### config.mk
export PLATFORM = sky130hd
export DESIGN_NAME = hub75_scan_flat
export DESIGN_NICKNAME = d
export VERILOG_FILES = /design/src/rtl/hub75_scan_pkg.sv /design/src/rtl/hub75_scan_if.sv /design/src/rtl/hub75_line_shifter.sv /design/src/rtl/hub75_scan.sv /design/src/flat_wrapper.sv
export SDC_FILE = /design/constraint.sdc
export NUM_CORES = 1
export LEC_CHECK = 0
export ABC_AREA = 1
export CORE_MARGIN = 3
export CORE_UTILIZATION = 61
export CTS_CLUSTER_SIZE = 14
export DETAILED_ROUTE_END_ITERATION = 8
export PLACE_DENSITY = 0.85
export RECOVER_POWER = 100
export SETUP_SLACK_MARGIN = 0.15
export SYNTH_ARGS = -nofsm -noshare
export SYNTH_HDL_FRONTEND = slang
export SYNTH_SLANG_ARGS = --single-unit
### constraint.sdc
create_clock -name clk -period 8.1 [get_ports clk]
set_clock_uncertainty 0.05 [all_clocks]
set_input_delay 1.215 -clock clk [delete_from_list [all_inputs] [get_ports clk]]
set_output_delay 1.215 -clock clk [all_outputs]
set_load 0.05 [all_outputs]
### src/rtl/hub75_scan_pkg.sv
// Shared types and panel geometry for the HUB75 1/32-scan driver.
package hub75_pkg;

  localparam int PANEL_W    = 64;
  localparam int PANEL_H    = 64;
  localparam int SCAN_LINES = 32;
  localparam int COL_W      = 6;
  localparam int LINE_W     = 5;

  typedef enum logic [2:0] {
    IDLE,
    FETCH_U,
    FETCH_L,
    LOAD,
    SHIFT,
    LATCH,
    SHOW
  } state_t;

endpackage

### src/rtl/hub75_scan_if.sv
// Frame-buffer read port plus panel connector pins of the scan driver.
interface hub75_scan_if;
  import hub75_pkg::*;

  logic [LINE_W:0]      fb_addr;
  logic [PANEL_W-1:0]   fb_rdata;
  logic                 r_top;
  logic                 r_bot;
  logic                 sclk;
  logic                 lat;
  logic                 oe_n;
  logic [LINE_W-1:0]    row_addr;
  logic                 frame_done;

  modport master (
    output fb_addr, r_top, r_bot, sclk, lat, oe_n, row_addr, frame_done,
    input  fb_rdata
  );

  modport slave (
    input  fb_addr, r_top, r_bot, sclk, lat, oe_n, row_addr, frame_done,
    output fb_rdata
  );
endinterface

### src/rtl/hub75_line_shifter.sv
// Holds the upper/lower row words of one scan line and drives the registered
// column-serial pixel outputs.
module hub75_line_shifter
  import hub75_pkg::*;
(
  input  logic               clk,
  input  logic               rst_n,
  input  logic               load_upper,
  input  logic               load_lower,
  input  logic               upd,
  input  logic [COL_W-1:0]   col,
  input  logic [PANEL_W-1:0] rdata,
  output logic               r_top,
  output logic               r_bot
);

  logic [PANEL_W-1:0] upper;
  logic [PANEL_W-1:0] lower;
  logic [PANEL_W-1:0] lower_src;

  // The lower word arrives on the same edge its first column must be driven.
  assign lower_src = load_lower ? rdata : lower;

  always_ff @(posedge clk) begin
    if (load_upper) upper <= rdata;
    if (load_lower) lower <= rdata;
  end

  always_ff @(posedge clk or negedge rst_n) begin
    if (!rst_n) begin
      r_top <= 1'b0;
      r_bot <= 1'b0;
    end else if (upd) begin
      r_top <= upper[col];
      r_bot <= lower_src[col];
    end
  end

endmodule

### src/rtl/hub75_scan.sv
// HUB75 1/32-scan panel driver: fetch two rows, shift 64 columns, latch, show.
module hub75_scan
  import hub75_pkg::*;
#(
  parameter int ON_CYCLES = 256
) (
  input  logic           clk,
  input  logic           rst_n,
  input  logic           en,
  hub75_scan_if.master   bus
);

  localparam int ON_W = (ON_CYCLES > 1) ? $clog2(ON_CYCLES) : 1;
  localparam logic [ON_W-1:0]   ON_LAST   = ON_W'(ON_CYCLES - 1);
  localparam logic [LINE_W-1:0] LAST_LINE = LINE_W'(SCAN_LINES - 1);
  localparam bit                ONE_SHOT  = (ON_CYCLES == 1);

  state_t             state, state_d;
  logic [LINE_W-1:0]  line, line_d;
  logic [COL_W-1:0]   col, col_d, upd_col;
  logic               phase, phase_d;
  logic [ON_W-1:0]    on_cnt, on_d;
  logic [LINE_W:0]    fb_addr_d;
  logic [LINE_W-1:0]  row_d;
  logic               sclk_d, lat_d, oe_n_d, fd_d;
  logic               ld_up, ld_lo, upd;

  always_ff @(posedge clk or negedge rst_n) begin
    if (!rst_n) begin
      state          <= IDLE;
      line           <= '0;
      col            <= '0;
      phase          <= 1'b0;
      on_cnt         <= '0;
      bus.fb_addr    <= '0;
      bus.sclk       <= 1'b0;
      bus.lat        <= 1'b0;
      bus.oe_n       <= 1'b1;
      bus.row_addr   <= '0;
      bus.frame_done <= 1'b0;
    end else begin
      state          <= state_d;
      line           <= line_d;
      col            <= col_d;
      phase          <= phase_d;
      on_cnt         <= on_d;
      bus.fb_addr    <= fb_addr_d;
      bus.sclk       <= sclk_d;
      bus.lat        <= lat_d;
      bus.oe_n       <= oe_n_d;
      bus.row_addr   <= row_d;
      bus.frame_done <= fd_d;
    end
  end

  // Outputs are computed for the state being entered, then registered.
  always_comb begin
    state_d   = state;
    line_d    = line;
    col_d     = col;
    phase_d   = phase;
    on_d      = on_cnt;
    fb_addr_d = bus.fb_addr;
    row_d     = bus.row_addr;
    sclk_d    = 1'b0;
    lat_d     = 1'b0;
    oe_n_d    = 1'b1;
    fd_d      = 1'b0;
    ld_up     = 1'b0;
    ld_lo     = 1'b0;
    upd       = 1'b0;
    upd_col   = col;
    unique case (state)
      IDLE: begin
        if (en) begin
          state_d   = FETCH_U;
          fb_addr_d = {1'b0, line};
        end
      end
      FETCH_U: begin
        state_d   = FETCH_L;
        fb_addr_d = {1'b1, line};
      end
      FETCH_L: begin
        ld_up   = 1'b1;
        state_d = LOAD;
      end
      LOAD: begin
        ld_lo   = 1'b1;
        state_d = SHIFT;
        col_d   = '1;
        phase_d = 1'b0;
        upd     = 1'b1;
        upd_col = '1;
      end
      SHIFT: begin
        if (!phase) begin
          phase_d = 1'b1;
          sclk_d  = 1'b1;
        end else if (col == '0) begin
          state_d = LATCH;
          lat_d   = 1'b1;
          row_d   = line;
        end else begin
          col_d   = col - COL_W'(1);
          phase_d = 1'b0;
          upd     = 1'b1;
          upd_col = col - COL_W'(1);
        end
      end
      LATCH: begin
        state_d = SHOW;
        oe_n_d  = 1'b0;
        on_d    = ON_LAST;
        fd_d    = ONE_SHOT && (line == LAST_LINE);
      end
      SHOW: begin
        if (on_cnt != '0) begin
          on_d   = on_cnt - ON_W'(1);
          oe_n_d = 1'b0;
          fd_d   = (on_cnt == ON_W'(1)) && (line == LAST_LINE);
        end else begin
          line_d = line + LINE_W'(1);
          if (en) begin
            state_d   = FETCH_U;
            fb_addr_d = {1'b0, line_d};
          end else begin
            state_d = IDLE;
          end
        end
      end
      default: state_d = IDLE;
    endcase
  end

  hub75_line_shifter u_shifter (
    .clk        (clk),
    .rst_n      (rst_n),
    .load_upper (ld_up),
    .load_lower (ld_lo),
    .upd        (upd),
    .col        (upd_col),
    .rdata      (bus.fb_rdata),
    .r_top      (bus.r_top),
    .r_bot      (bus.r_bot)
  );

endmodule
### src/flat_wrapper.sv
// flat-port wrapper written by rule: the top's interface ports become plain ports
module hub75_scan_flat import hub75_pkg::*;
#(
  parameter int ON_CYCLES = 256
)
  (clk, rst_n, en, bus_fb_addr, bus_r_top, bus_r_bot, bus_sclk, bus_lat, bus_oe_n, bus_row_addr, bus_frame_done, bus_fb_rdata);
  hub75_scan_if bus_i ();
  input  logic clk;
  input  logic rst_n;
  input  logic en;
  output wire logic [$bits(bus_i.fb_addr)-1:0] bus_fb_addr;
  output wire logic [$bits(bus_i.r_top)-1:0] bus_r_top;
  output wire logic [$bits(bus_i.r_bot)-1:0] bus_r_bot;
  output wire logic [$bits(bus_i.sclk)-1:0] bus_sclk;
  output wire logic [$bits(bus_i.lat)-1:0] bus_lat;
  output wire logic [$bits(bus_i.oe_n)-1:0] bus_oe_n;
  output wire logic [$bits(bus_i.row_addr)-1:0] bus_row_addr;
  output wire logic [$bits(bus_i.frame_done)-1:0] bus_frame_done;
  input wire logic [$bits(bus_i.fb_rdata)-1:0] bus_fb_rdata;
  assign bus_fb_addr = bus_i.fb_addr;
  assign bus_r_top = bus_i.r_top;
  assign bus_r_bot = bus_i.r_bot;
  assign bus_sclk = bus_i.sclk;
  assign bus_lat = bus_i.lat;
  assign bus_oe_n = bus_i.oe_n;
  assign bus_row_addr = bus_i.row_addr;
  assign bus_frame_done = bus_i.frame_done;
  assign bus_i.fb_rdata = bus_fb_rdata;
  hub75_scan #(.ON_CYCLES(ON_CYCLES)) u_core (.clk(clk), .rst_n(rst_n), .en(en), .bus(bus_i));
endmodule
Word level (Yosys, flattened, before mapping). Cells that the tools add are included.

Register bits after elaboration: 168. Output and inout port bits: 17. Logic and storage cells: 82.

Muxes and demuxes: 36. Equality and inequality tests: 14. $add $sub $neg: 3. Magnitude comparators: 1. Reductions and logical operators: 12. Bitwise gates (word level): 1.

Operators with widths (number): 64-bit 2-to-1 mux (1); 6-bit 2-to-1 mux (5); 3-bit one-hot mux with 7 select lines (1); 6-bit one-hot mux with 3 select lines (1); 1-bit 2-to-1 mux (16); 8-bit one-hot mux with 2 select lines (1); 1-bit binary-select mux with 6-bit select (2); 3-bit 2-to-1 mux (4); 6-bit one-hot mux with 2 select lines (1); 3-bit equality test, second input constant (3); 8-bit by 1-bit equality test with 1-bit output, second input constant (1); 8-bit 2-to-1 mux (1); 4-bit AND reduction (2); 8-bit nonzero test (1); 8-bit by 1-bit subtractor with 8-bit output, second input constant (1); 6-bit by 7-bit less-than comparator with 1-bit output, second input constant (1); 3-bit by 2-bit equality test with 1-bit output, second input constant (2); 6-bit zero test (1); 2-bit by 1-bit != test with 1-bit output, second input constant (3); 2-bit != test, second input constant (3); 1-bit one-hot mux with 2 select lines (3); 6-bit by 1-bit subtractor with 6-bit output, second input constant (1); 5-bit by 1-bit adder with 5-bit output, second input constant (1); 5-bit equality test, second input constant (1); other kinds (8) (10).

Depth between registers and ports, before layout. Gate-level depths: netlist (run 1).

Word-level depth: 6. Mapped depth: 20. Gate-level depth less buffers: 18.

By module. A second synthesis (run 1) with hierarchy kept.

Cells, all modules: 895. Area total of the unflattened synthesis: 7643.6 µm².

By module, submodules not included: hub75_line_shifter (cells each 625, seq. area each 3253.1 µm², instances 1, area each 5459.0 µm²); hub75_scan (cells each 270, seq. area each 952.2 µm², instances 1, area each 2184.6 µm²).

Least setup slack after synthesis (run 1). No wires, ideal clock.

Path type: flip-flop to flip-flop. Start: register u_core.state[0]. End: register u_core.u_shifter.upper[0] (enable). Stages on the path, launching flop included: 3. Data arrival time: 4.937 ns. Slack: 2.547 ns. Buffers on the path: 1. Required time: 7.484 ns. Path through: dfrtp_1 > clkbuf_2 > nor3_1.

Longest elaborated chain between the ends: 2.

RTL lines: start, declared (RTL line hub75_scan.sv:18) `state_t state, state_d;`; start signal, assigned (RTL line hub75_scan.sv:42) `state <= state_d;`; 3-bit by 2-bit equality test with 1-bit output (RTL line hub75_scan.sv:73) `unique case (state)`; 1-bit 2-to-1 mux (RTL line hub75_scan.sv:73); end signal, assigned (RTL line hub75_line_shifter.sv:25) `if (load_upper) upper <= rdata;`; end, declared (RTL line hub75_line_shifter.sv:17) `logic [PANEL_W-1:0] upper;`.

Every way passes these cells. A chain may end at the register's enable or synchronous reset.

Worst setup path after layout (run 1).
Start: register u_core.state[2]. End: register u_core.u_shifter.r_bot.

Longest elaborated chain between the ends: 5. Elaborated cells on any way between the ends: 8.

RTL lines: 3-bit by 2-bit equality test with 1-bit output (RTL line hub75_scan.sv:73); 1-bit 2-to-1 mux (RTL line hub75_scan.sv:73); 64-bit 2-to-1 mux (RTL line hub75_line_shifter.sv:22) `assign lower_src = load_lower ? rdata : lower;`; 1-bit binary-select mux with 6-bit select (RTL line hub75_line_shifter.sv:35) `r_bot <= lower_src[col];`; 1-bit 2-to-1 mux (implied by the code) (RTL line hub75_line_shifter.sv:35); end signal, assigned (RTL line hub75_line_shifter.sv:35); end, declared (RTL line hub75_line_shifter.sv:14) `output logic r_bot`.

Several ways; a longest one is shown, not always the timed one. The select of a mux whose other input is x is not followed.

==> metrics.csv, run 1 <==
metric;value;unit
Port-buffer cells;83;
Antenna diodes;0;
Initial DRC Count;808;
vias in the first global route;6125;
Area growth syn-to-layout;17.28;%
crit path max fanout;82;
Synth Area in Compound Gates;0.06514;
mux cell area share after synthesis;0.004332;
Final Non-Filler Cells;1144;
Post-Synth Adder-Cell Area;0.01123;
Congestion Overflow GR;0;
Hold Vio Cnt, Final;0;
Hold-fix buffers, CTS;0;
initial antenna violation count;0;
CTS Buf Count;17;
first-pass GRT wire length;29860;µm
grt met2 use;0.4182;
dpl cells;1112;
RSZ-0062 raised after global routing;no;
DIE HEIGHT;119.1;µm
Mean Syn Cell Area;8.685;µm²
Gate Count Post-Synth;898;
Max Slew Vio Count;291;
post-layout min period;5600;ps
row count;40;
failing checks;capacitance limit, slew limit;
Yosys reg bits;168;
combinational family with the most area after synthesis;simple AND/OR/NAND/NOR gates;
share of flip-flops with an asynchronous set or reset;0.2381;
WP data required;8420;ps
syn_nets;972;
NumNets Final;1037;
Starting Density;0.6360;
fmax;178.6;MHz
Die X;119.1;µm
CTS tree;done;
CP endpoint kind;flop;
Post-CTS Setup Bufs;0;
Root Buffer;clkbuf_16;
actual slew at the worst max-slew pin;3804;ps
Area contributors post-synth;edfxtp_1 25%, dfxtp_1 16%, dfrtp_1 13%, nand3_1 11%, inv_1 7.0%;
Synth area leader;edfxtp_1;
Top FF cell, synth;edfxtp_1;
Post-synth EDFFs;64;
status;complete, but fails checks;
final wirelength;18380;µm
Max transition margin;-1.536;
share of layout cells above drive strength 1;0.08811;
Ys Warns;0;
setup_tns;0;ps
Post-Synth XOR/XNOR Area;0.007861;
Max VDD drop;0.2328;mV
global router's overall resource usage;0.2663;
mapped cell area;0.007799;mm²
Synth Area in Simple Gates;0.2678;
WL per Instance;16.07;µm
dpl hpwl;11770;µm
Hold WC Path Type;reg -> reg;
share of the synthesized area in the top cell type;0.2464;
Crit Path Class;reg -> reg;
P_leak;4.119;nW
Vias;6311;
period utilization;0.6913;
sequential area share after synthesis;0.5392;
CP Data Arrival Time;5920;ps
M1 GR Usage;0.3636;
largest net degree at the start of global routing;83;
Clock Sinks;168;
P per Cell Area;390.7;mW/mm²
Most Crowded Layer GR;met2;
TritonRoute pass-1 iters;6;
Max H-tree Level;4;
post-cts sizing count;0;
routability congestion estimate;0.8994;
Cell variety after synth;40;
vias per inst;5.517;
Clock Tree Buf Depth;2;
nature of the critical path startpoint;flop;
DIE AREA;0.01418;mm²
num ports;84;
post-detailed-route count of antenna-violating nets;0;
met3 Use GR;0.06220;
DRC Markers;0;
Core Box Area;0.01226;mm²
max-cap violation count;5;
Clk pin slew, worst setup/hold paths;60;ps
worst-skew pair later-pin latency;420;ps
final setup fails;0;
==> report_power, final <==
| group | leakage, nW | switching [mW] | internal (mW) |
|---|---|---|---|
| Sequential | 1.60 | 0.0985 | 1.21 |
| Combinational | 2.25 | 0.985 | 0.507 |
| Clock | 0.270 | 0.315 | 0.453 |
==> cell usage after synthesis, types with 4 or more instances <==
| master | instances |
|---|---|
| nand3_1 | 172 |
| inv_1 | 146 |
| nand2_1 | 136 |
| o21ai_0 | 70 |
| dfxtp_1 | 64 |
| edfxtp_1 | 64 |
| or2_2 | 41 |
| dfrtp_1 | 39 |
| nand3b_1 | 26 |
| nor2_1 | 24 |
| buf_2 | 19 |
| clkbuf_1 | 13 |
| inv_2 | 8 |
| buf_6 | 7 |
| ha_1 | 7 |
| o21ai_1 | 7 |
| xor2_1 | 6 |
| nand2_2 | 5 |
| a21oi_1 | 4 |
| a31oi_1 | 4 |
| nor3_1 | 4 |
| or2_0 | 4 |
| or2_1 | 4 |
==> per-layer routing <==
| metal | share of wire | vias to the layer above |
|---|---|---|
| met2 | 0.48 | 301 |
| met4 | 0.022 | 0 |
| li1 | - | 3052 |
| met5 | 0 | - |
| met3 | 0.079 | 45 |
| met1 | 0.42 | 2913 |
==> cells in the final DEF, fill, tap and decap left out, drive strengths merged <==
cell type,netlist,final
nor3,4,4
a21oi,4,4
dfrtp,39,39
clkbuf,15,27
edfxtp,64,64
o211ai,1,1
mux2,3,3
xnor2,1,1
nand4,2,2
dlygate4sd3,0,81
a22oi,2,2
dfstp,1,1
o21ai,77,77
clkdlybuf4s50,0,1
inv,154,154
ha,7,7
buf,27,3
nor2,28,28
clkinvlp,0,3
nand3,173,173
a221oi,1,1
o41ai,1,1
o22ai,3,3
clkinv,0,4
a31oi,5,5
nand2,141,141
nand3b,26,26
dfxtp,64,64
or2,49,49
xor2,6,6
bufinv,0,1
==> worst max-delay path: stages (launching register included) <==
cell and delay, ps:
dfrtp_1 450, inv_1 160, nand3_1 1840, inv_2 1580, or2_2 230, o21ai_0 110
nand2_1 190, nand3_1 180, nand3_1 210, nand3_1 100, nand3_1 120, nand3_1 100
nand2_1 90, nand2_1 50, nand2_1 70
==> registers in the layout, summed over array words and instances, names as in the netlist, 3 cells and up <==
signal,flops
u_core.bus.fb_addr,6
u_core.state,3
u_core.on_cnt,8
u_core.u_shifter.upper,64
u_core.col,6
u_core.u_shifter.lower,64
u_core.line,5
u_core.bus.row_addr,5
==> stage by stage <==
step / util / hold WS, ps / cell area (µm²) / total power [mW] / setup slack [ps]
2_1_floorplan: - / 408.2 / 7799 / 2.454 / 2547
6_report: 0.7459 / 421.5 / 9146 / 3.574 / 2500
3_5_place_dp: 0.7049 / 416.7 / 8643 / 2.794 / 4277
4_1_cts: 0.7508 / 432.3 / 9206 / 3.572 / 4266
5_1_grt: 0.7459 / 468.3 / 9146 / 3.824 / 1977
3_3_place_gp: 0.7049 / 411.8 / 8643 / 2.747 / 4298
==> final timing paths <==
| path | slack (ps) | cells past startpoint | startpoint | end |
|---|---|---|---|---|
| setup / recovery | 2500 | 14 | u_core.state[2]$_DFFE_PN0P_ | u_core.u_shifter.r_bot$_DFFE_PN0P_ |
| hold reg to reg | 420 | 2 | u_core.bus.row_addr[2]$_DFFE_PN0P_ | u_core.bus.row_addr[2]$_DFFE_PN0P_ |
| setup reg to reg | 2500 | 14 | u_core.state[2]$_DFFE_PN0P_ | u_core.u_shifter.r_bot$_DFFE_PN0P_ |
| min in group asynchronous | 1350 | 1 | rst_n | u_core.bus.lat$_DFF_PN0_ |
| max in group asynchronous | 5420 | 1 | rst_n | u_core.col[0]$_DFF_PN0_ |
| hold / removal | 420 | 2 | u_core.bus.row_addr[2]$_DFFE_PN0P_ | u_core.bus.row_addr[2]$_DFFE_PN0P_ |
==> cell type report <==
| type | count | area, µm² |
|---|---|---|
| Tap cell | 168 | 210.2 |
| Fill cell | 899 | 3115 |
| Sequential cell | 168 | 4205 |
| Inverter | 154 | 578.1 |
| Clock buffer | 24 | 491.7 |
| Clock inverter | 8 | 71.32 |
| Multi-Input combinational cell | 534 | 2735 |
| Timing Repair Buffer | 88 | 854.6 |
==> cells by family after synthesis <==
kind of cell,after synthesis
flops,168
mux,3
fa+ha+maj,7
compound gates,94
buf+inv,196
xor+xnor,7
simple gates,423
(Power assumes the default switching activity.)
==> run 2, diff against run 1 <==
CORE_UTILIZATION = 51   (was 61)
PLACE_DENSITY = 0.76   (was 0.85)
clock period = 5.1 ns   (was 8.1 ns; I/O delays follow)
==> run 2 against run 1 <==
  * The flow still finishes with violations (capacitance limit, slew limit)
  * Total power grew 57%
  * Largest power group unchanged
  * Cell area grew 0.63%
  * Critical path type unchanged
  * Non-clock buffer count grew 2
  * Register-to-register slack lost 1300 ps
  * Final cell count grew 1.6%
  * Sequential power grew 57%
  * Die area grew 19%
  * Flip-flop and latch count is the same
  * Via count shrank 1.5%
  * First-iteration DRC count shrank 20%
  * Count of clock-buffer cells in the layout shrank 2
  * Global-route usage shrank 3.6 points
==> metrics.csv, run 2 (same netlist as run 1, synthesis figures left out) <==
metric;value;unit;change
CP Data Arrival Time;4220;ps;-1700 ps
area of the multi-input gates;0.002758;mm²;+0.82%
Max Slew Vio Count;124;;-57%
WL met1;8444;µm;+9.0%
dpl hpwl;11860;µm;+0.80%
CTS tree;done;;
row count;44;;+10%
Final Non-Filler Cells;1162;;+1.6%
setup ws final;1198;ps;-1302 ps
Clock Tree Buf Depth;2;;unchanged
Highest Signal Layer;met4;;
Clk pin slew, worst setup/hold paths;60;ps;about the same
DRC Markers;0;;unchanged
Hold Vio Cnt, Final;0;;unchanged
worst path bufs/invs;2;;unchanged
Root Buffer;clkbuf_16;;
Hold-fix buffers, CTS;0;;unchanged
WL met3;1279;µm;-12%
Congestion Overflow GR;0;;unchanged
Antenna diodes;0;;unchanged
dpl ws;1810;ps;-2467 ps
final setup fails;0;;unchanged
vias per inst;5.350;;-3.0%
share of layout cells above drive strength 1;0.08793;;-0.0001802
Crit Path Class;reg -> reg;;
crit-path cells;inv_1 -> nand2_1 -> nor2_1 -> nand3_1 -> nand2_2 -> nand2_1 -> buf_4 -> nand2_1 -> nand3_1 -> nand3_1 -> nand3_1 -> nand3_1 -> nand3_1 -> nand2_1 -> nand2_1 -> nand2_1;;
Max H-tree Level;4;;unchanged
met2 routed WL;8689;µm;-1.0%
CTS Buf Count;17;;unchanged
final wirelength;18590;µm;+1.1%
max-cap violation count;3;;-2
Core Box Area;0.01475;mm²;+20%
vias in the first global route;5917;;-3.4%
NumNets Final;1039;;+0.19%
Max VDD drop;0.3186;mV;+37%
Crit-path slowest cell;nand2_1;;
largest registers;u_core.u_shifter.lower: 64 flops, u_core.u_shifter.upper: 64 flops, u_core.on_cnt: 8 flops;;
Clock Sinks;168;;unchanged
Post-CTS Setup Bufs;0;;unchanged
RSZ-0062 raised after global routing;no;;
CP max stage delay;870;ps;-970 ps
most frequent cells in the layout;171 x nand3_1, 151 x inv_1, 138 x nand2_1, 81 x dlygate4sd3_1, 77 x o21ai_0;;
setup_tns;0;ps;unchanged
Reg area;0.004205;mm²;unchanged
global router's overall resource usage;0.2305;;-0.03574
fillers;1247;;+39%
TritonRoute pass-1 iters;7;;+1
Vias;6217;;-1.5%
failing checks;capacitance limit, slew limit;;
Starting Density;0.5286;;-0.1074
Hold WC Path Type;reg -> reg;;
WL per Instance;16.00;µm;-0.42%
status;complete, but fails checks;;
Max transition margin;-0.5251;;+1.011
fmax;256.3;MHz;+44%
Area growth syn-to-layout;18.02;%;
first-pass GRT wire length;29930;µm;+0.21%
Port-buffer cells;83;;unchanged
post-detailed-route count of antenna-violating nets;0;;unchanged
WP data required;5420;ps;-3000 ps
routability congestion estimate;0.8085;;-10%
crit path max fanout;42;;-49%
Die X;129.7;µm;+8.9%
DIE HEIGHT;129.7;µm;+8.9%
commonest non-fill, non-tap cell in the layout;nand3_1;;
post-layout min period;3902;ps;-1698 ps
dpl cells;1130;;+1.6%
crit-path leading delay family;simple AND/OR/NAND/NOR gates;;
worst-skew pair later-pin latency;420;ps;about the same
DIE AREA;0.01681;mm²;+19%
P_leak;4.142;nW;+0.57%
initial antenna violation count;0;;unchanged
CP endpoint kind;flop;;
num ports;84;;unchanged
nature of the critical path startpoint;flop;;
period utilization;0.7651;;+0.07375
Initial DRC Count;645;;-20%
largest net degree at the start of global routing;83;;unchanged
P per Cell Area;611.1;mW/mm²;+56%
actual slew at the worst max-slew pin;2288;ps;-1516 ps
post-cts sizing count;0;;unchanged
## run 2: cell type report
class | instances | area share
clock buffers | 22 | 0.05043
clock inverters | 10 | 0.01115
inverters | 154 | 0.06281
multi-input cells | 534 | 0.2996
flip-flops and latches | 168 | 0.4569
well taps | 184 | 0.02501
repair buffers | 90 | 0.09407
## run 2: routing by layer
layer  GRT usage  vias to the layer above
li1            -                     3054
met1      0.3272                     2951
met2      0.3555                      194
met3     0.05812                       18
met4     0.06112                        0
met5           0                        -
## run 2: path summary, 6_finish.rpt
path	depth (start not counted)	to	from	slack [ps]
min in group asynchronous	1	u_core.bus.lat$_DFF_PN0_	rst_n	940
max	16	u_core.u_shifter.r_bot$_DFFE_PN0P_	u_core.state[1]$_DFFE_PN0P_	1200
min reg2reg	2	u_core.bus.row_addr[2]$_DFFE_PN0P_	u_core.bus.row_addr[2]$_DFFE_PN0P_	430
max in group asynchronous	1	u_core.on_cnt[5]$_DFFE_PN0P_	rst_n	2790
min	2	u_core.bus.row_addr[2]$_DFFE_PN0P_	u_core.bus.row_addr[2]$_DFFE_PN0P_	430
max reg2reg	16	u_core.u_shifter.r_bot$_DFFE_PN0P_	u_core.state[1]$_DFFE_PN0P_	1200
## run 2: stage by stage
stage | power [mW] | util | cell area (µm²) | hold WS (ps)
after global placement | 4.372 | 0.5893 | 8695 | 413.6
after floorplan | 3.889 | - | 7804 | 408.2
after global routing | 6.035 | 0.6238 | 9204 | 458.5
after CTS | 5.685 | 0.6277 | 9261 | 441.9
final | 5.625 | 0.6238 | 9204 | 432.6
after detailed placement | 4.425 | 0.5893 | 8695 | 436.3
## run 2: power by group
group          internal (mW)  switching (mW)
registers               1.92           0.148
clock network          0.740           0.508
logic                  0.783            1.53
## run 2: worst register-to-register path: stages, from the launching register on
cell and delay [ps]:
dfrtp_1 440, inv_1 140, nand2_1 100, nor2_1 440, nand3_1 220, nand2_2 110, nand2_1 870, buf_4 600
nand2_1 110, nand3_1 80, nand3_1 130, nand3_1 170, nand3_1 130, nand3_1 80, nand2_1 80, nand2_1 50
nand2_1 60
==> run 3, diff against run 2 <==
CORE_UTILIZATION = 57   (was 51)
PLACE_DENSITY = 0.8   (was 0.76)
clock period = 3.6 ns   (was 5.1 ns; I/O delays follow)
==> run 3 against run 2 <==
  * Clock power grew 58%
  * Flip-flop and latch count unchanged
  * Wire length is 0.37% lower
  * Largest cell class unchanged
  * Worst setup slack got worse by 700 ps
  * Non-clock buffer count is 1 higher
  * The run still ends with capacitance limit, slew limit left
  * First-iteration DRC count shrank 3.9%
  * Largest power group unchanged
  * Global-route usage increased by 3.0 points
==> metrics.csv, run 3 (same netlist as run 1, synthesis figures left out) <==
metric;value;unit;change
num ports;84;;unchanged
max-cap violation count;2;;-1
post-cts sizing count;0;;unchanged
Hold Vio Cnt, Final;0;;unchanged
Clk pin slew, worst setup/hold paths;60;ps;about the same
Final Non-Filler Cells;1155;;-0.60%
Hold WC Path Type;reg -> reg;;
actual slew at the worst max-slew pin;2116;ps;-171.3 ps
RSZ-0062 raised after global routing;no;;
global router's overall resource usage;0.2606;;+0.03008
crit path max fanout;10;;-76%
CP Data Arrival Time;3390;ps;-830 ps
crit-path leading delay family;simple AND/OR/NAND/NOR gates;;
TritonRoute pass-1 iters;5;;-2
status;complete, but fails checks;;
final setup fails;0;;unchanged
CTS Buf Count;17;;unchanged
DRC Markers;0;;unchanged
P per Cell Area;894.0;mW/mm²;+46%
worst-skew pair later-pin latency;440;ps;+20 ps
dpl cells;1123;;-0.62%
worst setup path start;u_core.col[0]$_DFF_PN0_;;
fillers;1069;;-14%
Clock Sinks;168;;unchanged
largest registers;u_core.u_shifter.lower: 64 flops, u_core.u_shifter.upper: 64 flops, u_core.on_cnt: 8 flops;;
vias per inst;5.458;;+2.0%
Max H-tree Level;4;;unchanged
post-detailed-route count of antenna-violating nets;0;;unchanged
CP max stage delay;870;ps;about the same
Worst Hold Depth;2;;unchanged
DIE AREA;0.01512;mm²;-10%
dpl hpwl;11760;µm;-0.82%
initial antenna violation count;0;;unchanged
crit-path cells;inv_1 -> ha_1 -> nand3_1 -> nor2_1 -> nand2_1 -> o21ai_1 -> a31oi_1 -> inv_2 -> nand3_1 -> nand3_1 -> nand3_1 -> nand2_1 -> nand2_1 -> nand2_1;;
Worst R2R End;u_core.u_shifter.r_bot$_DFFE_PN0P_;;
most frequent cells in the layout;173 x nand3_1, 148 x inv_1, 137 x nand2_1, 81 x dlygate4sd3_1, 74 x o21ai_0;;
commonest non-fill, non-tap cell in the layout;nand3_1;;
Post-CTS Setup Bufs;0;;unchanged
WL per Instance;16.04;µm;+0.23%
fmax;321.9;MHz;+26%
failing checks;capacitance limit, slew limit;;
Die X;123.0;µm;-5.2%
hold endpoint;u_core.bus.row_addr[4]$_DFFE_PN0P_;;
worst path bufs/invs;2;;unchanged
CP endpoint kind;flop;;
Crit-path slowest cell;a31oi_1;;
Reg area;0.004205;mm²;unchanged
Core Box Area;0.01330;mm²;-9.9%
post-layout min period;3106;ps;-795.8 ps
Vias;6304;;+1.4%
CTS tree;done;;
area of the multi-input gates;0.002766;mm²;+0.32%
NumNets Final;1040;;+0.096%
DIE HEIGHT;123.0;µm;-5.2%
final wirelength;18520;µm;-0.37%
vias in the first global route;6239;;+5.4%
Hold-fix buffers, CTS;0;;unchanged
Initial DRC Count;620;;-3.9%
Antenna diodes;0;;unchanged
worst r2r path cells;14;;-2
FF-to-FF setup slack;490;ps;-700 ps
WP data required;3880;ps;-1540 ps
setup_tns;0;ps;unchanged
period utilization;0.8628;;+0.09774
Max VDD drop;0.4741;mV;+49%
Area growth syn-to-layout;19.22;%;
Congestion Overflow GR;0;;unchanged
largest net degree at the start of global routing;82;;-1.2%
routability congestion estimate;0.9201;;+14%
Starting Density;0.5866;;+0.05800
Clock Tree Buf Depth;2;;unchanged
reg2reg start;u_core.col[0]$_DFF_PN0_;;
Crit Path Class;reg -> reg;;
Max transition margin;-0.4109;;+0.1142
nature of the critical path startpoint;flop;;
share of layout cells above drive strength 1;0.1001;;+0.01217
final core utilization;0.6993;;+0.07551
P_leak;4.196;nW;+1.3%
first-pass GRT wire length;30540;µm;+2.1%
Port-buffer cells;83;;unchanged
Root Buffer;clkbuf_16;;
Tot Pwr;8.313;mW;+48%
min-delay src;u_core.bus.row_addr[4]$_DFFE_PN0P_;;
row count;42;;-4.5%
Max Slew Vio Count;107;;-14%
run 3: worst max-delay path by stage:
stage	cells after the start	slack, ps	endpoint
2_1_floorplan	2	990	u_core.u_shifter.upper[0]$_DFFE_PP_
3_3_place_gp	16	900	u_core.u_shifter.r_top$_DFFE_PN0P_
3_5_place_dp	16	830	u_core.u_shifter.r_top$_DFFE_PN0P_
4_1_cts	16	820	u_core.u_shifter.r_top$_DFFE_PN0P_
5_1_grt	14	260	u_core.u_shifter.r_bot$_DFFE_PN0P_
6_report	14	490	u_core.u_shifter.r_bot$_DFFE_PN0P_
run 3: power breakdown:
part	total [mW]	leakage, nW	internal (mW)	switching [mW]
Combinational	3.40	2.29	1.13	2.27
Clock	1.97	0.310	1.17	0.799
Sequential	2.94	1.60	2.72	0.223
run 3: final cells by class:
class                   count  share of cell area
clock buffers              17             0.04575
clock inverters            15             0.02274
inverters                 154             0.06217
multi-input cells         534              0.2975
flip-flops and latches    168              0.4523
well taps                 176             0.02368
repair buffers             91             0.09581
run 3: per-layer routing:
metal | global-route usage | routed length (µm) | up-vias
met1 | 0.3397 | 8018 | 2986
met4 | 0.08858 | 328 | 0
met3 | 0.06450 | 1155 | 29
met2 | 0.4284 | 9020 | 223
met5 | 0 | 0 | -
li1 | - | - | 3066
run 3: stage by stage:
stage | setup WS [ps] | hold WS, ps | cell area [µm²]
5_1_grt | 263.7 | 471.9 | 9298
2_1_floorplan | 992.3 | 194.4 | 7810
6_report | 493.8 | 442.5 | 9298
4_1_cts | 816.4 | 194.6 | 9331
3_3_place_gp | 899.7 | 413.4 | 8695
3_5_place_dp | 826.3 | 426.9 | 8695
run 3: worst register-to-register path, delay by kind of cell, from the launching register on:
family          cells  cell delay, ps
simple gates        9            1040
flops               1             380
buf+inv             2             360
compound gates      2             980
fa+ha+maj           1             200
